--- src/rtl/vx_mem_adapter.sv ---
// vx_mem_adapter: splits each wide source memory request into P narrower
// destination beats, where P = SRC_DATA_WIDTH / DST_DATA_WIDTH. Write beats
// whose byteen slice is all zero can be dropped. Read responses may arrive
// in any order. They are reassembled in RSP_SLOTS slots and are returned to
// the source in request order.
//
// Ports:
//   clk, reset                      clock and synchronous active-high reset
//   mem_req_*_in  / mem_req_ready_in   source request (wide)
//   mem_req_*_out / mem_req_ready_out  destination request (narrow)
//   mem_rsp_*_in  / mem_rsp_ready_in   destination response (narrow)
//   mem_rsp_*_out / mem_rsp_ready_out  source response (wide)
// Request rw: 1 = write, 0 = read.
// Destination tag layout is {slot, beat}. Destination address is {addr, beat}.

module vx_mem_adapter #(
  parameter int SRC_DATA_WIDTH = 512,
  parameter int SRC_ADDR_WIDTH = 26,
  parameter int DST_DATA_WIDTH = 64,
  parameter int DST_ADDR_WIDTH = 29,
  parameter int SRC_TAG_WIDTH  = 8,
  parameter int DST_TAG_WIDTH  = 8,
  parameter int RSP_SLOTS      = 4,
  parameter int SKIP_EMPTY_WR  = 1
) (
  input  logic                        clk,
  input  logic                        reset,
  input  logic                        mem_req_valid_in,
  input  logic                        mem_req_rw_in,
  input  logic [SRC_ADDR_WIDTH-1:0]   mem_req_addr_in,
  input  logic [SRC_DATA_WIDTH/8-1:0] mem_req_byteen_in,
  input  logic [SRC_DATA_WIDTH-1:0]   mem_req_data_in,
  input  logic [SRC_TAG_WIDTH-1:0]    mem_req_tag_in,
  output logic                        mem_req_ready_in,
  output logic                        mem_req_valid_out,
  output logic                        mem_req_rw_out,
  output logic [DST_ADDR_WIDTH-1:0]   mem_req_addr_out,
  output logic [DST_DATA_WIDTH/8-1:0] mem_req_byteen_out,
  output logic [DST_DATA_WIDTH-1:0]   mem_req_data_out,
  output logic [DST_TAG_WIDTH-1:0]    mem_req_tag_out,
  input  logic                        mem_req_ready_out,
  input  logic                        mem_rsp_valid_in,
  input  logic [DST_DATA_WIDTH-1:0]   mem_rsp_data_in,
  input  logic [DST_TAG_WIDTH-1:0]    mem_rsp_tag_in,
  output logic                        mem_rsp_ready_in,
  output logic                        mem_rsp_valid_out,
  output logic [SRC_DATA_WIDTH-1:0]   mem_rsp_data_out,
  output logic [SRC_TAG_WIDTH-1:0]    mem_rsp_tag_out,
  input  logic                        mem_rsp_ready_out
);

  localparam int P   = SRC_DATA_WIDTH / DST_DATA_WIDTH;
  localparam int D   = $clog2(P);
  localparam int DW  = (D > 0) ? D : 1;
  localparam int S   = $clog2(RSP_SLOTS);
  localparam int DBE = DST_DATA_WIDTH / 8;
  localparam int AW  = SRC_ADDR_WIDTH + D;
  localparam int TW  = S + D;
  localparam logic [S:0] OCC_FULL = (S+1)'(RSP_SLOTS);

  typedef enum logic [0:0] {IDLE = 1'b0, ISSUE = 1'b1} state_t;

  state_t                      state_r, next_state_s;
  logic [SRC_ADDR_WIDTH-1:0]   addr_r;
  logic                        rw_r;
  logic [SRC_DATA_WIDTH/8-1:0] byteen_r;
  logic [SRC_DATA_WIDTH-1:0]   data_r;
  logic [S-1:0]                slot_r;
  logic [DW-1:0]               beat_r;

  logic [S-1:0]                head_r, tail_r;
  logic [S:0]                  occ_r;
  logic [P-1:0]                slot_mask_r [RSP_SLOTS];
  logic [SRC_DATA_WIDTH-1:0]   slot_data_r [RSP_SLOTS];
  logic [SRC_TAG_WIDTH-1:0]    slot_tag_r  [RSP_SLOTS];

  logic [P-1:0]  nz_s;
  logic [DW-1:0] cur_beat_s;
  logic          has_beat_s, last_beat_s, more_s;
  logic          req_fire_in_s, req_fire_out_s, alloc_s, rsp_fire_s;
  logic [S-1:0]  rsp_slot_s;
  logic [DW-1:0] rsp_beat_s;
  logic [AW-1:0] full_addr_s;
  logic [TW-1:0] full_tag_s;

  assign req_fire_in_s  = mem_req_valid_in && mem_req_ready_in;
  assign req_fire_out_s = mem_req_valid_out && mem_req_ready_out;
  assign alloc_s        = req_fire_in_s && !mem_req_rw_in;
  assign rsp_fire_s     = mem_rsp_valid_out && mem_rsp_ready_out;

  // Slots are reserved at request time, so responses are never back-pressured.
  assign mem_rsp_ready_in = 1'b1;
  assign rsp_slot_s       = S'(mem_rsp_tag_in >> D);
  assign rsp_beat_s       = (D == 0) ? '0 : DW'(mem_rsp_tag_in);

  // Per-beat flag marking which latched byteen slices have at least one byte set.
  always_comb begin
    nz_s = '0;
    for (int i = 0; i < P; i++) begin
      nz_s[i] = |byteen_r[i*DBE +: DBE];
    end
  end

  // Select the beat to present now. Skipping writes jump ahead to the next
  // non-empty slice. The beat is last when no non-empty slice follows it.
  always_comb begin
    cur_beat_s  = beat_r;
    has_beat_s  = 1'b1;
    last_beat_s = (beat_r == DW'(P-1));
    more_s      = 1'b0;
    if (rw_r && (SKIP_EMPTY_WR != 0)) begin
      has_beat_s = 1'b0;
      for (int i = P-1; i >= 0; i--) begin
        if (nz_s[i] && (i >= int'(beat_r))) begin
          cur_beat_s = DW'(i);
          has_beat_s = 1'b1;
        end else begin
          has_beat_s = has_beat_s;
        end
      end
      for (int i = 0; i < P; i++) begin
        more_s = more_s | (nz_s[i] && (i > int'(cur_beat_s)));
      end
      last_beat_s = !more_s;
    end else begin
      more_s = 1'b0;
    end
  end

  // Destination request fields for the selected beat.
  assign full_addr_s        = (AW'(addr_r) << D) | AW'(cur_beat_s);
  assign full_tag_s         = (TW'(slot_r) << D) | TW'(cur_beat_s);
  assign mem_req_addr_out   = DST_ADDR_WIDTH'(full_addr_s);
  assign mem_req_tag_out    = DST_TAG_WIDTH'(full_tag_s);
  assign mem_req_rw_out     = rw_r;
  assign mem_req_data_out   = data_r[int'(cur_beat_s)*DST_DATA_WIDTH +: DST_DATA_WIDTH];
  assign mem_req_byteen_out = byteen_r[int'(cur_beat_s)*DBE +: DBE];

  // Sequencer state register.
  always_ff @(posedge clk) begin
    if (reset) begin
      state_r <= IDLE;
    end else begin
      state_r <= next_state_s;
    end
  end

  // Sequencer next state and handshake outputs.
  always_comb begin
    next_state_s      = state_r;
    mem_req_ready_in  = 1'b0;
    mem_req_valid_out = 1'b0;
    case (state_r)
      IDLE: begin
        if (mem_req_rw_in) begin
          mem_req_ready_in = 1'b1;
        end else begin
          mem_req_ready_in = (occ_r < OCC_FULL);
        end
        if (mem_req_valid_in && mem_req_ready_in) begin
          next_state_s = ISSUE;
        end else begin
          next_state_s = IDLE;
        end
      end
      ISSUE: begin
        mem_req_valid_out = has_beat_s;
        if (!has_beat_s) begin
          next_state_s = IDLE;
        end else if (mem_req_ready_out && last_beat_s) begin
          next_state_s = IDLE;
        end else begin
          next_state_s = ISSUE;
        end
      end
      default: begin
        next_state_s = IDLE;
      end
    endcase
  end

  // Latch the accepted request and advance the beat counter on each destination fire.
  always_ff @(posedge clk) begin
    if (req_fire_in_s) begin
      addr_r   <= mem_req_addr_in;
      rw_r     <= mem_req_rw_in;
      byteen_r <= mem_req_byteen_in;
      data_r   <= mem_req_data_in;
      slot_r   <= tail_r;
      beat_r   <= '0;
    end else if (req_fire_out_s) begin
      beat_r <= cur_beat_s + DW'(1);
    end
  end

  // Slot bookkeeping: pointers, occupancy and per-slot beat-valid masks.
  always_ff @(posedge clk) begin
    if (reset) begin
      head_r <= '0;
      tail_r <= '0;
      occ_r  <= '0;
      for (int s = 0; s < RSP_SLOTS; s++) begin
        slot_mask_r[s] <= '0;
      end
    end else begin
      if (alloc_s) begin
        tail_r <= tail_r + S'(1);
      end
      if (rsp_fire_s) begin
        head_r <= head_r + S'(1);
      end
      case ({alloc_s, rsp_fire_s})
        2'b10:   occ_r <= occ_r + (S+1)'(1);
        2'b01:   occ_r <= occ_r - (S+1)'(1);
        default: occ_r <= occ_r;
      endcase
      if (mem_rsp_valid_in) begin
        slot_mask_r[rsp_slot_s][rsp_beat_s] <= 1'b1;
      end
      if (rsp_fire_s) begin
        slot_mask_r[head_r] <= '0;
      end
    end
  end

  // Slot payload storage: source tag at allocation, response beats as they arrive.
  always_ff @(posedge clk) begin
    if (alloc_s) begin
      slot_tag_r[tail_r] <= mem_req_tag_in;
    end
    if (mem_rsp_valid_in) begin
      slot_data_r[rsp_slot_s][int'(rsp_beat_s)*DST_DATA_WIDTH +: DST_DATA_WIDTH] <= mem_rsp_data_in;
    end
  end

  assign mem_rsp_valid_out = (occ_r != '0) && (&slot_mask_r[head_r]);
  assign mem_rsp_data_out  = slot_data_r[head_r];
  assign mem_rsp_tag_out   = slot_tag_r[head_r];

  vx_mem_adapter_chk #(.S(S)) u_chk (
    .clk      (clk),
    .reset    (reset),
    .rsp_fire (mem_rsp_valid_in),
    .rsp_slot (rsp_slot_s),
    .head     (head_r),
    .occ      (occ_r),
    .beat_set (slot_mask_r[rsp_slot_s][rsp_beat_s])
  );

endmodule

// vx_mem_adapter_chk: runtime checks on incoming destination responses.
// A response must target a slot that is currently allocated. A response must
// not hit a beat that has already been received.
module vx_mem_adapter_chk #(
  parameter int S = 2
) (
  input logic         clk,
  input logic         reset,
  input logic         rsp_fire,
  input logic [S-1:0] rsp_slot,
  input logic [S-1:0] head,
  input logic [S:0]   occ,
  input logic         beat_set
);

  logic [S-1:0] rel_s;
  assign rel_s = rsp_slot - head;

  a_rsp_slot_allocated: assert property (@(posedge clk) disable iff (reset)
    rsp_fire |-> ({1'b0, rel_s} < occ));

  a_rsp_beat_unique: assert property (@(posedge clk) disable iff (reset)
    rsp_fire |-> !beat_set);

endmodule
--- config.mk ---
export PLATFORM = sky130hd
export DESIGN_NAME = vx_mem_adapter
export DESIGN_NICKNAME = d
export VERILOG_FILES = /design/src/rtl/vx_mem_adapter.sv
export SDC_FILE = /design/constraint.sdc
export NUM_CORES = 2
export LEC_CHECK = 0
export ABC_AREA = 1
export BUFFER_PORTS_ARGS = -buffer_cell sky130_fd_sc_hd__buf_2
export CORE_MARGIN = 2
export CORE_UTILIZATION = 32
export DETAILED_ROUTE_END_ITERATION = 8
export PLACE_DENSITY = 0.5
export REMOVE_ABC_BUFFERS = 1
export SETUP_SLACK_MARGIN = 0.4
export SLEW_MARGIN = 25
export SYNTH_ARGS = -nofsm -noshare
export SYNTH_HDL_FRONTEND = slang
export SYNTH_SLANG_ARGS = --single-unit
--- constraint.sdc ---
create_clock -name clk -period 20.5 [get_ports clk]
set_clock_uncertainty 0.05 [all_clocks]
set_input_delay 2.05 -clock clk [delete_from_list [all_inputs] [get_ports clk]]
set_output_delay 2.05 -clock clk [all_outputs]
set_load 0.01 [all_outputs]
-- Word-level counts from Yosys, hierarchy flattened
Memory sizes are Yosys's and may differ from the RTL's. A register that Yosys moved wholly into a read port is not among the register bits.
Index checks and enable logic that the tools add are counted.
- bits in registers: 616
- bits in writable memories: 2112
- word-level logic and storage cells: 143
- memories kept: 3
- add/sub/neg operators: 6
- order comparisons: 17
- eq/ne operators: 3
- shift-type cells: 4
- multiplexer cells: 54
- bitwise logic cells: 9
- reductions and logical operators: 37
- memory list (memory ; depth ; bits a word ; read ports ; clocked after memory_dff ; write ports ; line ; source):
    slot_data_r ; 4 ; 512 ; 1 ; 1 ; 1 ; 74 ; logic [SRC_DATA_WIDTH-1:0] slot_data_r [RSP_SLOTS];
    slot_mask_r ; 4 ; 8 ; 1 ; 1 ; 4 ; 73 ; logic [P-1:0] slot_mask_r [RSP_SLOTS];
    slot_tag_r ; 4 ; 8 ; 1 ; 1 ; 1 ; 75 ; logic [SRC_TAG_WIDTH-1:0] slot_tag_r [RSP_SLOTS];
- operator list (cell ; number):
    512-bit 2-to-1 mux ; 1
    64-bit by 33-bit variable shift with 512-bit output, first input constant ; 1
    512-bit by 10-bit variable part select with 64-bit output ; 1
    64-bit by 33-bit variable part select with 512-bit output ; 1
    8-bit OR reduction ; 10
    64-bit by 7-bit variable part select with 8-bit output ; 1
    9-bit negator with 33-bit output ; 1
    8-bit 2-to-1 mux ; 4
    3-bit 2-to-1 mux ; 10
    29-bit by 3-bit OR with 29-bit output ; 1
    1-bit 2-to-1 mux ; 28
    1-bit logical AND ; 22
    2-bit 2-to-1 mux ; 8
    3-bit > comparator, first input constant ; 4
    3-bit greater-or-equal comparator, first input constant ; 3
    8-bit AND reduction ; 1
    3-bit by 1-bit adder with 3-bit output, second input constant ; 2
    1-bit by 3-bit greater-or-equal comparator with 1-bit output, first input constant ; 2
    2-bit by 3-bit greater-or-equal comparator with 1-bit output, first input constant ; 2
    2-bit by 3-bit > comparator with 1-bit output, first input constant ; 2
    1-bit OR ; 6
    3-bit case mux with 2 select lines ; 1
    5-bit by 3-bit OR with 5-bit output ; 1
    2-bit by 1-bit adder with 2-bit output, second input constant ; 2
    14 further kinds ; 15

-- Longest topological paths before layout
- depth in word-level cells: 24
- mapped depth: 19
- mapped depth without buffers: 17

-- Least setup slack after synthesis
OpenSTA, ideal clock, no wires.
- kind: input -> register
- start: in mem_req_rw_in
- end: reg addr_r[0] (enable)
- library setup time: 0.947 ns
- data arrival time: 14.049 ns
- required time: 19.503 ns
- setup slack: 5.454 ns
- stages: 4
- buffers on the path: 0
- cell sequence: nor2_1 > nor2_1 > nand2_1 > inv_1
- cells in the longest elaborated chain, start to end: 4
- RTL lines (item ; line ; source):
    start, declared ; 29 ; input logic mem_req_rw_in,
    1-bit 2-to-1 mux ; 155 ; if (mem_req_rw_in) begin
    1-bit 2-to-1 mux (2 in series) ; 153 ; case (state_r)
    named net mem_req_ready_in ; 34 ; output logic mem_req_ready_in,
    1-bit logical AND ; 86 ; assign req_fire_in_s = mem_req_valid_in && mem_req_ready_in;
    named net req_fire_in_s ; 80 ; logic req_fire_in_s, req_fire_out_s, alloc_s, rsp_fire_s;
    end signal, assigned ; 185 ; addr_r <= mem_req_addr_in;
    end, declared ; 64 ; logic [SRC_ADDR_WIDTH-1:0] addr_r;
The timed path passes the listed nets, and every way through them passes these cells. The select of a mux whose other input is x is not followed.
A chain may end at the register's enable or synchronous reset.

-- Worst setup path after layout
- start: reg byteen_r[53]
- end: out mem_req_data_out[63]
- cells in the longest elaborated chain, start to end: 12
- RTL lines (item ; line ; source):
    start, declared ; 66 ; logic [SRC_DATA_WIDTH/8-1:0] byteen_r;
    start signal, assigned ; 187 ; byteen_r <= mem_req_byteen_in;
    8-bit OR reduction ; 100 ; nz_s[i] = |byteen_r[i*DBE +: DBE];
    1-bit logical AND ; 114 ; if (nz_s[i] && (i >= int'(beat_r))) begin
    3-bit 2-to-1 mux (7 in series) ; 114 ;
    3-bit 2-to-1 mux (2 in series) ; 111 ; if (rw_r && (SKIP_EMPTY_WR != 0)) begin
    512-bit by 10-bit variable part select with 64-bit output ; 136 ; assign mem_req_data_out = data_r[int'(cur_beat_s)*DST_DATA_WIDTH +: DST_DATA_WIDTH];
    end, declared ; 39 ; output logic [DST_DATA_WIDTH-1:0] mem_req_data_out,
Every way passes these cells. The select of a mux whose other input is x is not followed.

==> run_results.csv <==
group,metric,value,unit
floorplan,coreArea,331000,µm²
layout,drive_gt1_frac,0.211,
timing,max_freq,105,MHz
grt,grt_max_degree,206,
setup_path,startpoint_type,"flip-flop",
yosys,ys.flop_type,"edfxtp_1",
setup_path,path_class,"flip-flop to output port",
placed_design,place_congestion,0.908,
placed_design,placed_area,118000,µm²
setup_path,crit_start,"byteen_r[53]",
floorplan,fp.dieW,581,µm
timing,hold_viol_final,0,
outcome,status,"completed",
yosys,async_flop_share,0,
timing,worstMarginPinSlew,1210,ps
power,p_sw_frac,0.239,
timing,rsz0062_at_grt,"false",
placed_design,place_hpwl,277,mm
clocking,insertion_delay,900,ps
route,vias,73900,
yosys,yosysUniqueCellTypes,37,
yosys,synth.cell_area,107000,µm²
grt,grt_pass1_vias,70800,
power,p_comb_frac,0.074,
clocking,cts_buffer_depth,4,
setup_path,cp_common_cell,"nand2_1",
route,first_pass_iters,8,
clocking,cts_made_buffers,308,
clocking,cts-root-buf,"clkbuf_16",
power,internal_power,9590,µW
yosys,synth_edf_count,2685,
grt,antenna_found_initial,178,
route,ant_nets,0,
timing,setup_violations,0,
timing,setup_tns,0,ps
clocking,ctsResizeCount,0,
route,wl_per_cell,29.7,µm
power,clock_power_share,0.426,
clocking,cts_setup_buffers,0,
min_path,hp-class,"flip-flop to flip-flop",
run,max_cap_viol_count,0,
grt,grt.total_usage,0.238,
yosys,ys_ff_latch,2730,
yosys,netlist_instances,8150,
route,drc,0,
yosys,synth_seq_area_share,0.764,
setup_path,path_cells,"nor2_1, nand2_1, o21ai_2, nand2_1, nand2_1, nand2_1, nand2_1, nand2_1, nand2_2, nand3_4, nand2_8, buf_4, buf_4, buf_4, o21ai_1, o21ai_1, nand2_1, nand2_1, buf_2",
yosys,syn_avg_cell_area,13.1,µm²
layout,fin_util,0.386,
setup_path,crit_path_end_kind,"output port",
setup_path,regToRegStartpoint,"byteen_r[53]",
layout,layout.nets,10000,
grt,grt_pass1_wl,564,mm
setup_path,crit_slowest_cell,"buf_4",
power,leakagePower,0.0394,µW
route,wl,417,mm
min_path,hold_start,"slot_mask_r[3][4]",
setup_path,worst-path-stages,19,
timing,finalMaxSlewViolations,0,
clocking,ctsHoldBuffers,0,
yosys,ys.warnings.count,0,
floorplan,start_util,0.322,
setup_path,crit_end,"mem_req_data_out[63]",
floorplan,dieArea,338000,µm²
setup_path,crit_buf_inv,4,
setup_path,cp_max_fo,111,
timing,period_minus_slack,9520,ps
setup_path,max_stage_delay,790,ps
timing,finalCritPeriodShare,0.465,
timing,slew_headroom,0.191,
power,power_density,98.6,nW/µm²
setup_path,crit_required,18400,ps
setup_path,critical_path.reg2reg.endpoint,"beat_r[1]",
clocking,cts_tree,"built",
clocking,cts_sinks,2730,
layout,area_growth,19.8,%
power,p_sw,3010,µW
route,viasPerCell,5.26,
setup_path,rrSetupSlack,16240,ps
setup_path,r2r_cells,15,
clocking,clkTransAtPathRegs,60,ps
placed_design,portBuffers,1315,
setup_path,critical_path_arrival,7420,ps
floorplan,num_rows,211,
floorplan,die_h,581,µm
layout,fin_area,128000,µm²
route,drt_iter0_drc,7517,
floorplan,io_pins,1323,
setup_path,crit_family,"buffers and inverters",
grt,grt_remaining_overflow,0,
clocking,cts_max_level,5,
power,p_seq_frac,0.500,
power,peakVddDrop,0.0000712,V
[registers in the layout, indices dropped and copies added, names as in the netlist, named ones only]
name            count
slot_data_r      2048
data_r            512
byteen_r           64
slot_mask_r        32
slot_tag_r         32
addr_r             26
beat_r              3
occ_r               3
head_r              2
slot_r              2
tail_r              2
mem_req_rw_out      1
state_r             1
[area by class of cell]
| cell class | instances | area, µm² |
|---|---|---|
| Antenna cell | 111 | 278 |
| Clock buffer | 376 | 8130 |
| Clock inverter | 173 | 1620 |
| Fill cell | 31600 | 203000 |
| Inverter | 261 | 1020 |
| Multi-Input combinational cell | 4573 | 22000 |
| Sequential cell | 2730 | 81500 |
| Tap cell | 4366 | 5460 |
| Timing Repair Buffer | 1459 | 7790 |
[cells in the final DEF, fill, tap and decap left out, types with 3 or more instances in the layout]
master,instances
nor2_4,36
nand3_1,120
clkinv_8,4
edfxtp_1,2685
inv_4,4
nor3_1,136
clkinvlp_4,9
clkinv_2,58
buf_2,1314
o21ai_0,1161
conb_1,4
buf_4,135
clkinv_16,6
inv_8,4
nor2_1,1502
diode_2,111
clkbuf_1,59
inv_16,3
clkbuf_16,315
dfxtp_1,43
buf_16,3
inv_1,243
nand2_1,395
nand4_1,6
a21oi_2,68
clkinv_1,70
ha_1,10
o22ai_1,604
inv_6,4
nor4_1,3
nand2_2,3
bufinv_16,22
inv_2,5
a21oi_1,239
o21ai_1,267
buf_12,5
[worst min path at each step]
stage	to	slack, ps	cells after the start
floorplan	slot_mask_r[3][1]	390	2
global placement	slot_mask_r[3][3]	400	2
detailed placement	slot_mask_r[3][6]	420	2
CTS	slot_mask_r[3][6]	430	2
global route	slot_mask_r[3][1]	460	2
finish	slot_mask_r[3][4]	430	2
[power by group through the flow]
stage | combinational, µW | sequential, µW | clock [µW]
2_1_floorplan | 421 | 6450 | 0
3_3_place_gp | 935 | 6420 | 0
3_5_place_dp | 939 | 6420 | 0
4_1_cts | 941 | 6310 | 5470
5_1_grt | 983 | 6310 | 5690
6_report | 928 | 6300 | 5370
[logic make-up (layout without fill, tap and decap cells)]
family,after synthesis,count (layout),share of synthesized area
fa+ha+maj,13,13,0.00160
buf+inv,849,2269,0.0328
simple gates,2207,2207,0.0812
xor+xnor,1,1,0.0000821
other cells,2,115,0.0000704
flops,2730,2730,0.764
compound gates,2348,2348,0.120
[layer usage]
layer / vias to the layer above / GRT usage / share of wire
met5: - / 0 / 0.0015
met1: 37200 / 0.273 / 0.36
met2: 3274 / 0.413 / 0.50
met3: 785 / 0.0603 / 0.085
met4: 94 / 0.115 / 0.052
li1: 32600 / - / -
[Yosys cell counts (2+ instances only)]
cell type,number,area [µm²]
edfxtp_1,2685,80600
nor2_1,1537,5770
o21ai_0,1162,5820
o22ai_1,604,3780
clkbuf_1,457,1720
nand2_1,397,1490
o21ai_1,266,1330
inv_1,246,923
a21oi_1,240,1200
nor3_1,136,681
nand3_1,120,601
a21oi_2,68,596
dfxtp_1,45,901
buf_2,43,215
buf_1,39,146
buf_4,29,218
buf_6,20,225
ha_1,12,150
inv_2,11,41.3
nand4_1,6,37.5
clkinv_1,4,15.0
nand2_2,3,18.8
nor4_1,3,18.8
a31oi_1,2,12.5
conb_1,2,7.51
o21ai_2,2,17.5
[metrics by stage]
stage / setup slack, ps / hold WS (ps) / cells / power (µW)
floorplan: -32280 / 392 / 7564 / 6870
global placement: 12020 / 404 / 13400 / 7350
detailed placement: 12050 / 419 / 13400 / 7360
CTS: 11050 / 433 / 13900 / 12700
global route: 10650 / 458 / 14000 / 13000
finish: 10980 / 432 / 14000 / 12600
[worst min-delay path, delay by kind of cell, from the launching register on]
family | cells | cell delay (ps)
AO/OA/AOI/OAI | 1 | 80
buffers and inverters | 1 | 40
flip-flops | 1 | 330
Note: power is estimated with default switching activity, not from simulation.
